[config.mk]
export PLATFORM = sky130hd
export DESIGN_NAME = uart_rx
export DESIGN_NICKNAME = d
export VERILOG_FILES = /design/src/rtl/uart_rx.sv
export SDC_FILE = /design/constraint.sdc
export NUM_CORES = 1
export LEC_CHECK = 0
export CAP_MARGIN = 40
export CORE_AREA = 2 2 48 59
export CTS_BUF_LIST = sky130_fd_sc_hd__clkbuf_4
export CTS_CLUSTER_SIZE = 10
export DETAILED_ROUTE_END_ITERATION = 6
export DIE_AREA = 0 0 50 61
export GPL_ROUTABILITY_DRIVEN = 1
export GPL_TIMING_DRIVEN = 0
export PLACE_DENSITY = 0.87
export SYNTH_ARGS = -nofsm -noshare
export SYNTH_HDL_FRONTEND = slang
export SYNTH_SLANG_ARGS = --single-unit
export TNS_END_PERCENT = 5
[constraint.sdc]
create_clock -name clk_i -period 1.8 [get_ports clk_i]
set_input_delay 0.45 -clock clk_i [delete_from_list [all_inputs] [get_ports clk_i]]
set_output_delay 0.45 -clock clk_i [all_outputs]
set_load 0.02 [all_outputs]
[src/rtl/uart_rx.sv]
// uart_rx: 8-N-1 UART receiver driven by a shared 16x-baud sample strobe.
// The line is synchronised, the start bit is confirmed at its midpoint, data
// bits are sampled mid-bit LSB first, and the stop bit is sampled a few ticks
// into its period so the receiver is back in S_IDLE early enough for
// back-to-back frames. Each completed frame updates the data word and the
// framing-error flag, and pulses the done strobe for one cycle.
`timescale 1ns/1ps

module uart_rx #(
    parameter int DATA_BITS   = 8,
    parameter int STOP_SAMPLE = 11
) (
    input  logic                 clk_i,
    input  logic                 rst_ni,
    input  logic                 sample_tick_i,
    input  logic                 rx_i,
    output logic [DATA_BITS-1:0] rx_data_o,
    output logic                 rx_done_tick_o,
    output logic                 frame_err_o,
    output logic                 rx_busy_o
);

    typedef enum logic [1:0] {
        S_IDLE  = 2'd0,
        S_START = 2'd1,
        S_DATA  = 2'd2,
        S_STOP  = 2'd3
    } state_e;

    // Mid start bit, mid data bit, stop-bit sample point and last data index.
    localparam logic [3:0] TICK_MID  = 4'd7;
    localparam logic [3:0] TICK_LAST = 4'd15;
    localparam logic [3:0] STOP_TICK = 4'(STOP_SAMPLE);
    localparam logic [2:0] LAST_BIT  = 3'(DATA_BITS - 1);

    // Synchroniser flops; both idle high so reset looks like an idle line.
    logic                 sync_meta_r;
    logic                 sync_r;
    logic                 rx_s;

    // FSM state and datapath registers.
    state_e               state_r;
    state_e               state_next_s;
    logic [3:0]           tick_cnt_r;
    logic [3:0]           tick_cnt_next_s;
    logic [2:0]           bit_cnt_r;
    logic [2:0]           bit_cnt_next_s;
    logic [DATA_BITS-1:0] shift_r;
    logic [DATA_BITS-1:0] shift_next_s;

    // Registered outputs.
    logic [DATA_BITS-1:0] data_r;
    logic [DATA_BITS-1:0] data_next_s;
    logic                 done_r;
    logic                 done_next_s;
    logic                 err_r;
    logic                 err_next_s;
    logic                 busy_r;

    assign rx_s = sync_r;

    // Two-flop synchroniser for the asynchronous serial line.
    always_ff @(posedge clk_i or negedge rst_ni) begin
        if (!rst_ni) begin
            sync_meta_r <= 1'b1;
            sync_r      <= 1'b1;
        end else begin
            sync_meta_r <= rx_i;
            sync_r      <= sync_meta_r;
        end
    end

    // Next-state and datapath decode; all decisions use the synchronised line.
    always_comb begin
        state_next_s    = state_r;
        tick_cnt_next_s = tick_cnt_r;
        bit_cnt_next_s  = bit_cnt_r;
        shift_next_s    = shift_r;
        data_next_s     = data_r;
        done_next_s     = 1'b0;
        err_next_s      = err_r;

        case (state_r)
            S_IDLE: begin
                // Start edge is recognised on any clock, not only on a tick.
                if (rx_s == 1'b0) begin
                    state_next_s    = S_START;
                    tick_cnt_next_s = 4'd0;
                end else begin
                    state_next_s    = S_IDLE;
                end
            end

            S_START: begin
                if (sample_tick_i) begin
                    if (tick_cnt_r == TICK_MID) begin
                        if (rx_s == 1'b0) begin
                            state_next_s    = S_DATA;
                            tick_cnt_next_s = 4'd0;
                            bit_cnt_next_s  = 3'd0;
                        end else begin
                            // Line recovered before mid start bit: a glitch.
                            state_next_s    = S_IDLE;
                        end
                    end else begin
                        tick_cnt_next_s = tick_cnt_r + 4'd1;
                    end
                end else begin
                    state_next_s = S_START;
                end
            end

            S_DATA: begin
                if (sample_tick_i) begin
                    if (tick_cnt_r == TICK_LAST) begin
                        tick_cnt_next_s = 4'd0;
                        shift_next_s    = {rx_s, shift_r[DATA_BITS-1:1]};
                        if (bit_cnt_r == LAST_BIT) begin
                            state_next_s = S_STOP;
                        end else begin
                            bit_cnt_next_s = bit_cnt_r + 3'd1;
                        end
                    end else begin
                        tick_cnt_next_s = tick_cnt_r + 4'd1;
                    end
                end else begin
                    state_next_s = S_DATA;
                end
            end

            S_STOP: begin
                if (sample_tick_i) begin
                    if (tick_cnt_r == STOP_TICK) begin
                        // Frame is delivered even when the stop bit is bad.
                        data_next_s  = shift_r;
                        err_next_s   = ~rx_s;
                        done_next_s  = 1'b1;
                        state_next_s = S_IDLE;
                    end else begin
                        tick_cnt_next_s = tick_cnt_r + 4'd1;
                    end
                end else begin
                    state_next_s = S_STOP;
                end
            end

            default: begin
                state_next_s    = S_IDLE;
                tick_cnt_next_s = 4'd0;
                bit_cnt_next_s  = 3'd0;
            end
        endcase
    end

    // State, counter, shift and output registers.
    always_ff @(posedge clk_i or negedge rst_ni) begin
        if (!rst_ni) begin
            state_r    <= S_IDLE;
            tick_cnt_r <= 4'd0;
            bit_cnt_r  <= 3'd0;
            shift_r    <= '0;
            data_r     <= '0;
            done_r     <= 1'b0;
            err_r      <= 1'b0;
            busy_r     <= 1'b0;
        end else begin
            state_r    <= state_next_s;
            tick_cnt_r <= tick_cnt_next_s;
            bit_cnt_r  <= bit_cnt_next_s;
            shift_r    <= shift_next_s;
            data_r     <= data_next_s;
            done_r     <= done_next_s;
            err_r      <= err_next_s;
            // Registered copy that tracks "state is not S_IDLE".
            busy_r     <= (state_next_s != S_IDLE);
        end
    end

    assign rx_data_o      = data_r;
    assign rx_done_tick_o = done_r;
    assign frame_err_o    = err_r;
    assign rx_busy_o      = busy_r;

endmodule

==> results of run 1 <==
[through the flow]
stage	cells	worst slack (ps)	hold WS [ps]	power, mW
6_report	167	59.37	360.2	1.924
5_1_grt	167	10.11	363.3	2.042
4_1_cts	167	36.83	363.5	1.929
3_5_place_dp	157	-340.4	348.2	1.404
3_3_place_gp	156	-278.0	346.4	1.361
2_1_floorplan	109	181.3	154.4	1.251
[power breakdown]
group	leakage [nW]	switching, mW	internal (mW)	total [mW]
Combinational	0.409	0.299	0.247	0.546
Sequential	0.381	0.0812	0.778	0.859
Clock	0.0450	0.231	0.287	0.518
[flip-flops by register name (all words and copies together) (netlist names)]
| signal | cells |
|---|---|
| rx_data_o | 8 |
| shift_r | 8 |
| tick_cnt_r | 4 |
| bit_cnt_r | 3 |
| state_r | 2 |
| frame_err_o | 1 |
| rx_busy_o | 1 |
| rx_done_tick_o | 1 |
| rx_s | 1 |
| sync_meta_r | 1 |
[worst max-delay path by stage]
stage / from / to / slack (ps) / cells past startpoint
2_1_floorplan: tick_cnt_r[0] / shift_r[0] / 180 / 5
3_3_place_gp: sample_tick_i / rx_data_o[3] / -280 / 4
3_5_place_dp: sample_tick_i / rx_data_o[3] / -340 / 4
4_1_cts: rx_data_o[7] / rx_data_o[7] / 40 / 1
5_1_grt: rx_done_tick_o / rx_done_tick_o / 10 / 1
6_report: rx_data_o[7] / rx_data_o[7] / 60 / 1
[metal layers]
metal	GRT usage	vias up
met5	0	-
met4	0.1349	0
met3	0.06404	12
met2	0.3383	33
met1	0.2135	475
li1	-	439
[cell usage after synthesis (2+ instances only)]
cell type | number | share of area
dfrtp_1 | 28 | 0.51
mux2_2 | 17 | 0.14
nand2_1 | 6 | 0.016
o21ai_0 | 5 | 0.018
inv_1 | 4 | 0.011
a31oi_1 | 3 | 0.014
buf_2 | 3 | 0.011
ha_1 | 3 | 0.027
nand2b_1 | 3 | 0.014
nor2b_1 | 3 | 0.014
and3_1 | 2 | 0.0090
buf_4 | 2 | 0.011
dfstp_2 | 2 | 0.038
mux2_1 | 2 | 0.016
mux2i_1 | 2 | 0.014
[repair_timing]
item,CTS,global route
hold endpoints to repair,0,0
resized for setup,1,3
buffers inserted,2,0
pin swaps,1,0
gates cloned,0,0
setup endpoints to repair,10,6
[kinds of logic after synthesis]
| group | after synthesis | share of synthesized area |
|---|---|---|
| flip-flops | 30 | 0.5443 |
| adder cells (fa/ha/maj) | 3 | 0.02713 |
| multiplexers | 21 | 0.1691 |
| AO/OA/AOI/OAI | 22 | 0.1157 |
| AND/OR/NAND/NOR | 24 | 0.1112 |
| buffers and inverters | 9 | 0.03254 |
[cell type report]
type / count / area (µm²) / share of cell area
buffer: 5 / 30.03 / 0.01773
clock buffer: 5 / 37.54 / 0.02216
clock inverter: 3 / 40.04 / 0.02363
inverter: 4 / 15.01 / 0.008863
multi-input combinational: 70 / 589.3 / 0.3479
sequential: 30 / 753.2 / 0.4446
tap: 33 / 41.29 / 0.02437
timing repair buffer: 17 / 187.7 / 0.1108
==> out/qor.csv, run 1 <==
stage,metric,value,unit
setup_path,critical-path cell list,clkdlybuf4s50_1,
synthesis,Post-synth ARST share,1.000,
setup_path,RR Startpoint,tick_cnt_r[0],
timing,"Slew Viols, Final",0,
floorplan,die width,50,µm
placed_design,placed cell area,1593,µm²
worst_hold_path,hold path startpoint,sync_meta_r,
run,Max Cap Viol,0,
placed_design,Placer Congestion,0.9156,
floorplan,initial core utilization,0.5586,
global_routing,initial antenna violation count,0,
synthesis,Netlist Area Pre-Place,1384,µm²
cells_and_area,fillcell total,165,
synthesis,"Distinct cells, synth",39,
timing,final setup fails,0,
timing,worst rel slew slack,0.5389,
timing,setup TNS,0,ps
timing,Max Clock Skew,13.07,ps
routing,vias,959,
setup_path,Reg2Reg Depth,5,
routing,DRT iter0 DRCs,9,
pwr,P_leak,0.8352,nW
setup_path,crit path max-delay cell type,clkdlybuf4s50_1,
clock_tree,root buf cell,clkbuf_4,
clock_tree,CTS tree,done,
routing,DR vias/cell,5.743,
routing,Detail Route met3 WL,143,µm
timing,fin crit period,1741,ps
cells_and_area,utilization after layout,0.6838,
floorplan,core box area,2477,µm²
routing,top layer in use,met4,
setup_path,"Largest delay share family, worst path",buffers and inverters,
pwr,pwr/cell area,1135,nW/µm²
setup_path,critical path class,register to output pin,
synthesis,Syn Nets,116,
floorplan,Die H,61,µm
synthesis,"EDFF count, synth",0,
clock_tree,Clock Sinks,30,
run_status,status,"finished, final reports clean",
cells_and_area,# diodes,0,
routing,routed wl met2,1266,µm
global_routing,gr ovfl total,0,
clock_tree,cts hold-fix bufs,0,
global_routing,GRT Util Overall,0.1990,
synthesis,"Avg Cell Area, Syn",12.70,µm²
setup_path,worst path bufs/invs,1,
routing,Met1 Wirelength,1030,µm
cells_and_area,"commonest non-fill, non-tap cells in the layout","dfrtp_1, mux2_2, clkdlybuf4s50_1",
worst_hold_path,Min-Delay Path Class,register to register,
timing,RSZ-0062 raised after global routing,no,
setup_path,FF-to-FF End,shift_r[2],
routing,DRT Pass-1 Iters,4,
worst_hold_path,hold path cells,0,
global_routing,vias in the first global route,984,
setup_path,Critical Path Sink Type,output pin,
floorplan,die footprint,3050,µm²
global_routing,global-route wire length before repair,4340,µm
synthesis,Synth Warn #,0,
cells_and_area,"most common cell after layout, fill and taps aside",dfrtp_1,
setup_path,startpoint types,register,
pwr,Peak VDD IR,0.8506,mV
synthesis,cells after synthesis,109,
synthesis,Post-synth top flop,dfrtp_1,
routing,Routed wire per std cell,15.31,µm
timing,Max Clk Rate,574.5,MHz
synthesis,#FFs+latches synth,30,
setup_path,Worst Path Arrival,1290,ps
cells_and_area,Finished Cell Area,1694,µm²
placed_design,Post-DP HPWL,1789,µm
setup_path,reg2reg setup slack,90,ps
clock_tree,"Reg clk slew, reported paths",90,ps
clock_tree,H-tree depth,2,
floorplan,# rows,20,
clock_tree,total CTS buffers,5,
setup_path,Worst Path Required,1350,ps
setup_path,max incr delay on CP,600,ps
clock_tree,Clock Path Buffers,2,
global_routing,largest net degree at the start of global routing,19,
placed_design,port bufs,14,
floorplan,# IOs,15,
cells_and_area,area grow syn2layout,22.42,%
cells_and_area,nets,140,
timing,"Hold Vio Cnt, Final",0,
cells_and_area,fraction of layout cells with a size suffix above 1,0.3209,
routing,drt drc,0,
setup_path,Worst Path Max Fanout,2,
routing,number of routed nets with antenna violations,0,
worst_hold_path,Hold EP,rx_s,
routing,drt total wl,2557,µm
clock_tree,Worst-Skew Late Latency,330,ps
timing,Least-Margin Pin Slew,689.5,ps
timing,ratio of final minimum period to clock period,0.9670,
synthesis,sequential share of the synthesized area,0.5443,
(Power assumes the default switching activity.)
==> inputs of run 2 (changes only) <==
Settings changed: CORE_AREA 2 2 48 59 to 2 2 65 80, CTS_CLUSTER_DIAMETER set to 60, DIE_AREA 0 0 50 61 to 0 0 67 82, PLACE_DENSITY 0.87 to 0.55.
==> run 2 against run 1 <==
  * Final cell count increased by 16%
  * Register-to-register slack improved by 40 ps
  * Clock power increased by 5.6%
  * Flip-flop and latch count unchanged
  * Die area increased by 80%
  * Global-route usage decreased by 9.1 points
  * Clock skew decreased by 3.0 ps
  * Setup slack got worse by 10 ps
  * Critical endpoint is now shift_r[4]
  * Total power increased by 1.8%
  * Combinational power about the same
  * Worst hold slack got worse by 0.76 ps
  * First-iteration DRC count increased to 3.2 times the previous value
==> out/qor.csv, run 2 (same netlist as run 1, synthesis figures left out) <==
stage,metric,value,unit
floorplan,die footprint,5494,µm²
routing,number of routed nets with antenna violations,0,
timing,Least-Margin Pin Slew,587.6,ps
pwr,"Power, Total",1.957,mW
cells_and_area,area of the multi-input gates,599.3,µm²
setup_path,Worst Path Max Fanout,8,
cells_and_area,Register Area,753.2,µm²
clock_tree,"Reg clk slew, reported paths",80,ps
setup_path,critical path class,primary input to register,
timing,"Slew Viols, Final",0,
global_routing,gr ovfl total,0,
routing,Routed wire per std cell,13.25,µm
cells_and_area,"most common cell after layout, fill and taps aside",dfrtp_1,
setup_path,Worst Path Required,2010,ps
clock_tree,total CTS buffers,5,
pwr,Peak VDD IR,0.4604,mV
timing,fin crit period,1751,ps
floorplan,# IOs,15,
cells_and_area,fillcell total,479,
routing,drt total wl,2571,µm
timing,final setup fails,0,
timing,RSZ-0062 raised after global routing,no,
routing,DR vias/cell,4.912,
global_routing,largest net degree at the start of global routing,20,
placed_design,Placer Congestion,0.7774,
routing,vias,953,
floorplan,core box area,4765,µm²
timing,setup TNS,0,ps
placed_design,port bufs,14,
pwr,Comb pwr share,0.279,
cells_and_area,# diodes,0,
routing,drt drc,0,
timing,Max Clock Skew,10.10,ps
cells_and_area,"commonest non-fill, non-tap cells in the layout","dfrtp_1, mux2_2, clkdlybuf4s50_1",
clock_tree,Worst-Skew Late Latency,330,ps
global_routing,GRT Util Overall,0.1080,
pwr,Clock power frac,0.280,
run_status,status,"finished, final reports clean",
floorplan,initial core utilization,0.2904,
global_routing,initial antenna violation count,0,
clock_tree,Clock Path Buffers,2,
timing,"Hold Vio Cnt, Final",0,
pwr,Sw Ratio,0.3093,
placed_design,Post-DP HPWL,1763,µm
setup_path,reg2reg setup slack,130,ps
clock_tree,root buf cell,clkbuf_4,
pwr,Reg power frac,0.441,
setup_path,startpoint types,primary input,
clock_tree,H-tree depth,2,
floorplan,# rows,28,
cells_and_area,nets,140,
cells_and_area,fraction of layout cells with a size suffix above 1,0.3209,
cells_and_area,area grow syn2layout,25.23,%
pwr,pwr/cell area,1129,nW/µm²
floorplan,die width,67,µm
pwr,P_leak,0.8507,nW
floorplan,Die H,82,µm
pwr,Power Internal,1.352,mW
clock_tree,Clock Sinks,30,
worst_hold_path,Min-Delay Path Class,register to register,
clock_tree,cts hold-fix bufs,0,
routing,DRT Pass-1 Iters,4,
timing,Max Clk Rate,571.1,MHz
pwr,Sw Pwr,0.6054,mW
global_routing,global-route wire length before repair,4326,µm
routing,DRT iter0 DRCs,29,
clock_tree,CTS tree,done,
timing,ratio of final minimum period to clock period,0.9728,
setup_path,Critical Path Sink Type,register,
run,Max Cap Viol,0,
global_routing,vias in the first global route,940,
timing,worst rel slew slack,0.6070,
setup_path,Worst Path Arrival,1960,ps
==> run 2: worst paths after layout <==
path / start / end / cells after the start
setup / recovery: sample_tick_i / shift_r[4] / 5
hold / removal: sync_meta_r / rx_s / 0
setup reg to reg: tick_cnt_r[0] / shift_r[4] / 5
hold reg to reg: sync_meta_r / rx_s / 0
max in group asynchronous: rst_ni / rx_data_o[2] / 2
min in group asynchronous: rst_ni / tick_cnt_r[2] / 1
==> run 2: power by group through the flow <==
stage / clock network [mW] / logic, mW / registers [mW]
global placement: 0 / 0.512 / 0.864
detailed placement: 0 / 0.531 / 0.870
finish: 0.547 / 0.547 / 0.863
global route: 0.599 / 0.607 / 0.880
floorplan: 0 / 0.394 / 0.856
CTS: 0.575 / 0.540 / 0.857
==> run 2: stage by stage <==
stage          instances  area, µm²    util  setup WS [ps]  hold slack, ps
2_1_floorplan        109       1384       -          181.3           154.4
3_3_place_gp         183       1599  0.3356         -340.5           346.4
3_5_place_dp         184       1614  0.3388         -364.1           348.5
4_1_cts              194       1714  0.3598          23.11           361.9
5_1_grt              194       1733  0.3637          2.258           373.0
6_report             194       1733  0.3637          48.94           359.4
==> run 2: worst max-delay path, stage by stage <==
cell	delay, ps
clkdlybuf4s50_1	560
and3_2	260
and3_1	170
buf_4	170
mux2_2	340
==> run 2: repair_timing <==
item / in CTS / in global routing
gates resized for setup: 1 / 5
pin swaps: 1 / 0
setup endpoints to repair: 14 / 11
setup buffers: 2 / 0
==> run 2: routing by layer <==
layer | track usage | wire length [µm] | vias up | share of wire
met1 | 0.1290 | 1119 | 475 | 0.44
met3 | 0.04247 | 143 | 4 | 0.056
met5 | 0 | 0 | - | 0
met4 | 0.05510 | 21 | 0 | 0.0082
met2 | 0.1673 | 1286 | 31 | 0.50
li1 | - | - | 443 | -
==> run 2: area by class of cell <==
cell class,instances,area share
Clock inverter,1,0.01733
Clock buffer,7,0.03032
Tap cell,60,0.04332
Buffer,5,0.01733
Multi-Input combinational cell,70,0.3458
Timing Repair Buffer,17,0.1025
Sequential cell,30,0.4347
Inverter,4,0.008664
==> inputs of run 3 (changes only) <==
Settings changed: PLACE_DENSITY 0.55 to 0.57.
Clock period 1.8 ns to 1.4 ns, I/O delays scaled along.
==> run 3 against run 2 <==
  * The flow now finishes with violations (setup timing)
  * Clock skew up 5.0 ps
  * Register-to-register slack worse by 260 ps
  * Clock-buffer cell count unchanged
  * Non-clock buffer count rose by 5
  * Flip-flop and latch count is the same
  * Total power increased by 30%
  * Sequential share of layout area shrank 2.1 points
  * Sequential power up 30%
  * Final area grew 5.2%
  * Critical path depth unchanged
  * Routed wire length rose by 7.9%
  * Largest cell class unchanged
==> out/qor.csv, run 3 (same netlist as run 1, synthesis figures left out) <==
stage,metric,value,unit
worst_hold_path,hold path cells,0,
cells_and_area,"commonest non-fill, non-tap cells in the layout","dfrtp_1, mux2_2, buf_4",
clock_tree,Worst-Skew Late Latency,320,ps
timing,"Slew Viols, Final",0,
pwr,Reg power frac,0.439,
cells_and_area,# diodes,0,
pwr,Sw Ratio,0.3333,
timing,fin crit period,1530,ps
timing,Max Clk Rate,653.4,MHz
global_routing,vias in the first global route,959,
placed_design,Post-DP HPWL,1852,µm
clock_tree,"Reg clk slew, reported paths",100,ps
timing,ratio of final minimum period to clock period,1.093,
placed_design,Place WS,-655.1,ps
setup_path,critical-path cell list,buf_6 > o21ba_2 > a41oi_2 > a21oi_1 > a311o_1,
cells_and_area,area grow syn2layout,31.74,%
pwr,Comb pwr share,0.359,
setup_path,crit path max-delay cell type,dfrtp_1,
timing,Least-Margin Pin Slew,592.7,ps
timing,Max Clock Skew,15.10,ps
timing,hold_ws,360.7,ps
routing,vias,971,
cells_and_area,area of the multi-input gates,661.9,µm²
setup_path,"Largest delay share family, worst path",compound AO/OA/AOI/OAI gates,
routing,drt total wl,2775,µm
timing,final setup fails,23,
global_routing,GRT Util Overall,0.1062,
clock_tree,total CTS buffers,5,
cells_and_area,Register Area,754.5,µm²
pwr,P_leak,0.8428,nW
pwr,Peak VDD IR,0.6883,mV
placed_design,Placer Congestion,0.8241,
floorplan,# IOs,15,
clock_tree,Clock Path Buffers,2,
floorplan,die footprint,5494,µm²
pwr,Clock power frac,0.202,
cells_and_area,"most common cell after layout, fill and taps aside",dfrtp_1,
global_routing,largest net degree at the start of global routing,20,
routing,DR vias/cell,4.879,
routing,DRT iter0 DRCs,18,
setup_path,Levels on crit path,5,
floorplan,# rows,28,
setup_path,Worst Path Arrival,1740,ps
timing,worst rel slew slack,0.6036,
floorplan,die width,67,µm
global_routing,initial antenna violation count,0,
global_routing,gr ovfl total,0,
setup_path,Worst Path Max Fanout,10,
pwr,Sw Pwr,0.8493,mW
global_routing,global-route wire length before repair,4381,µm
worst_hold_path,Min-Delay Path Class,register to register,
timing,Final WS setup,-130.4,ps
floorplan,Die H,82,µm
pwr,Power Internal,1.699,mW
placed_design,port bufs,14,
setup_path,Reg2Reg Depth,5,
run_status,violated checks,setup timing,
routing,drt drc,0,
clock_tree,H-tree depth,2,
cells_and_area,fraction of layout cells with a size suffix above 1,0.4388,
routing,DRT Pass-1 Iters,5,
timing,RSZ-0062 raised after global routing,yes,
timing,"Hold Vio Cnt, Final",0,
cells_and_area,fillcell total,479,
setup_path,Critical Path Sink Type,register,
routing,Routed wire per std cell,13.94,µm
setup_path,critical path class,register to register,
pwr,pwr/cell area,1398,nW/µm²
run_status,status,"finished, violations left",
cells_and_area,nets,145,
setup_path,max incr delay on CP,440,ps
floorplan,initial core utilization,0.2904,
timing,setup TNS,-2177,ps
routing,number of routed nets with antenna violations,0,
setup_path,Worst Path Required,1610,ps
clock_tree,CTS tree,done,
run,Max Cap Viol,0,
clock_tree,root buf cell,clkbuf_4,
floorplan,core box area,4765,µm²
clock_tree,Clock Sinks,30,
cells_and_area,utilization after layout,0.3826,
setup_path,worst path bufs/invs,1,
setup_path,startpoint types,register,
-- run 3: cell count changes in the layout (fill, tap and decap cells not counted), moves of 2 or more --
cell / change
o21ai_2: +2
clkdlybuf4s15_1: +8
o21ai_0: -2
dlygate4sd2_1: +2
and3_4: +2
buf_6: +2
ha_1: -2
buf_4: +5
clkdlybuf4s50_1: -9
buf_2: -3
dlymetal6s2s_1: -2
-- run 3: cell type report --
type | instances | share of cell area
tap | 60 | 0.04118
buffer | 4 | 0.02059
sequential | 30 | 0.4139
clock buffer | 7 | 0.02883
clock inverter | 1 | 0.002059
multi-input combinational | 70 | 0.3631
timing repair buffer | 23 | 0.1222
inverter | 4 | 0.008236
-- run 3: what timing repair did --
item | in CTS | in global routing
pin swaps | 3 | 6
gates resized for setup | 15 | 32
hold buffers | 0 | 0
endpoints found under the setup margin | 36 | 35
buffers inserted | 1 | 7
-- run 3: power groups by stage --
stage / Clock (mW) / Combinational [mW] / Sequential (mW)
after floorplan: 0 / 0.528 / 1.11
after global placement: 0 / 0.686 / 1.12
after detailed placement: 0 / 0.710 / 1.12
after CTS: 0.545 / 0.739 / 1.11
after global routing: 0.581 / 1.00 / 1.14
final: 0.515 / 0.914 / 1.12
-- run 3: worst reg2reg max path, stage by stage (launching register included) --
cell and delay, ps:
dfrtp_1 440, buf_6 160, o21ba_2 220, a41oi_2 220
a21oi_1 100, a311o_1 280
-- run 3: worst paths after layout --
check | start | end | slack (ps)
max | state_r[1] | tick_cnt_r[3] | -130
min | sync_meta_r | rx_s | 360
max reg2reg | state_r[1] | tick_cnt_r[3] | -130
min reg2reg | sync_meta_r | rx_s | 360
max in group asynchronous | rst_ni | shift_r[6] | 460
min in group asynchronous | rst_ni | state_r[1] | 400
-- run 3: layer usage --
metal / up-vias / global-route usage / wire (µm)
met5: - / 0 / 0
met4: 0 / 0.04898 / 19
met3: 4 / 0.03699 / 137
met2: 31 / 0.1723 / 1486
met1: 478 / 0.1251 / 1131
li1: 458 / - / -
-- run 3: per-stage QoR --
step	power (mW)	instances	instance area, µm²
finish	2.549	199	1823
global route	2.721	199	1823
CTS	2.394	193	1712
detailed placement	1.834	184	1635
global placement	1.802	183	1620
floorplan	1.639	109	1405
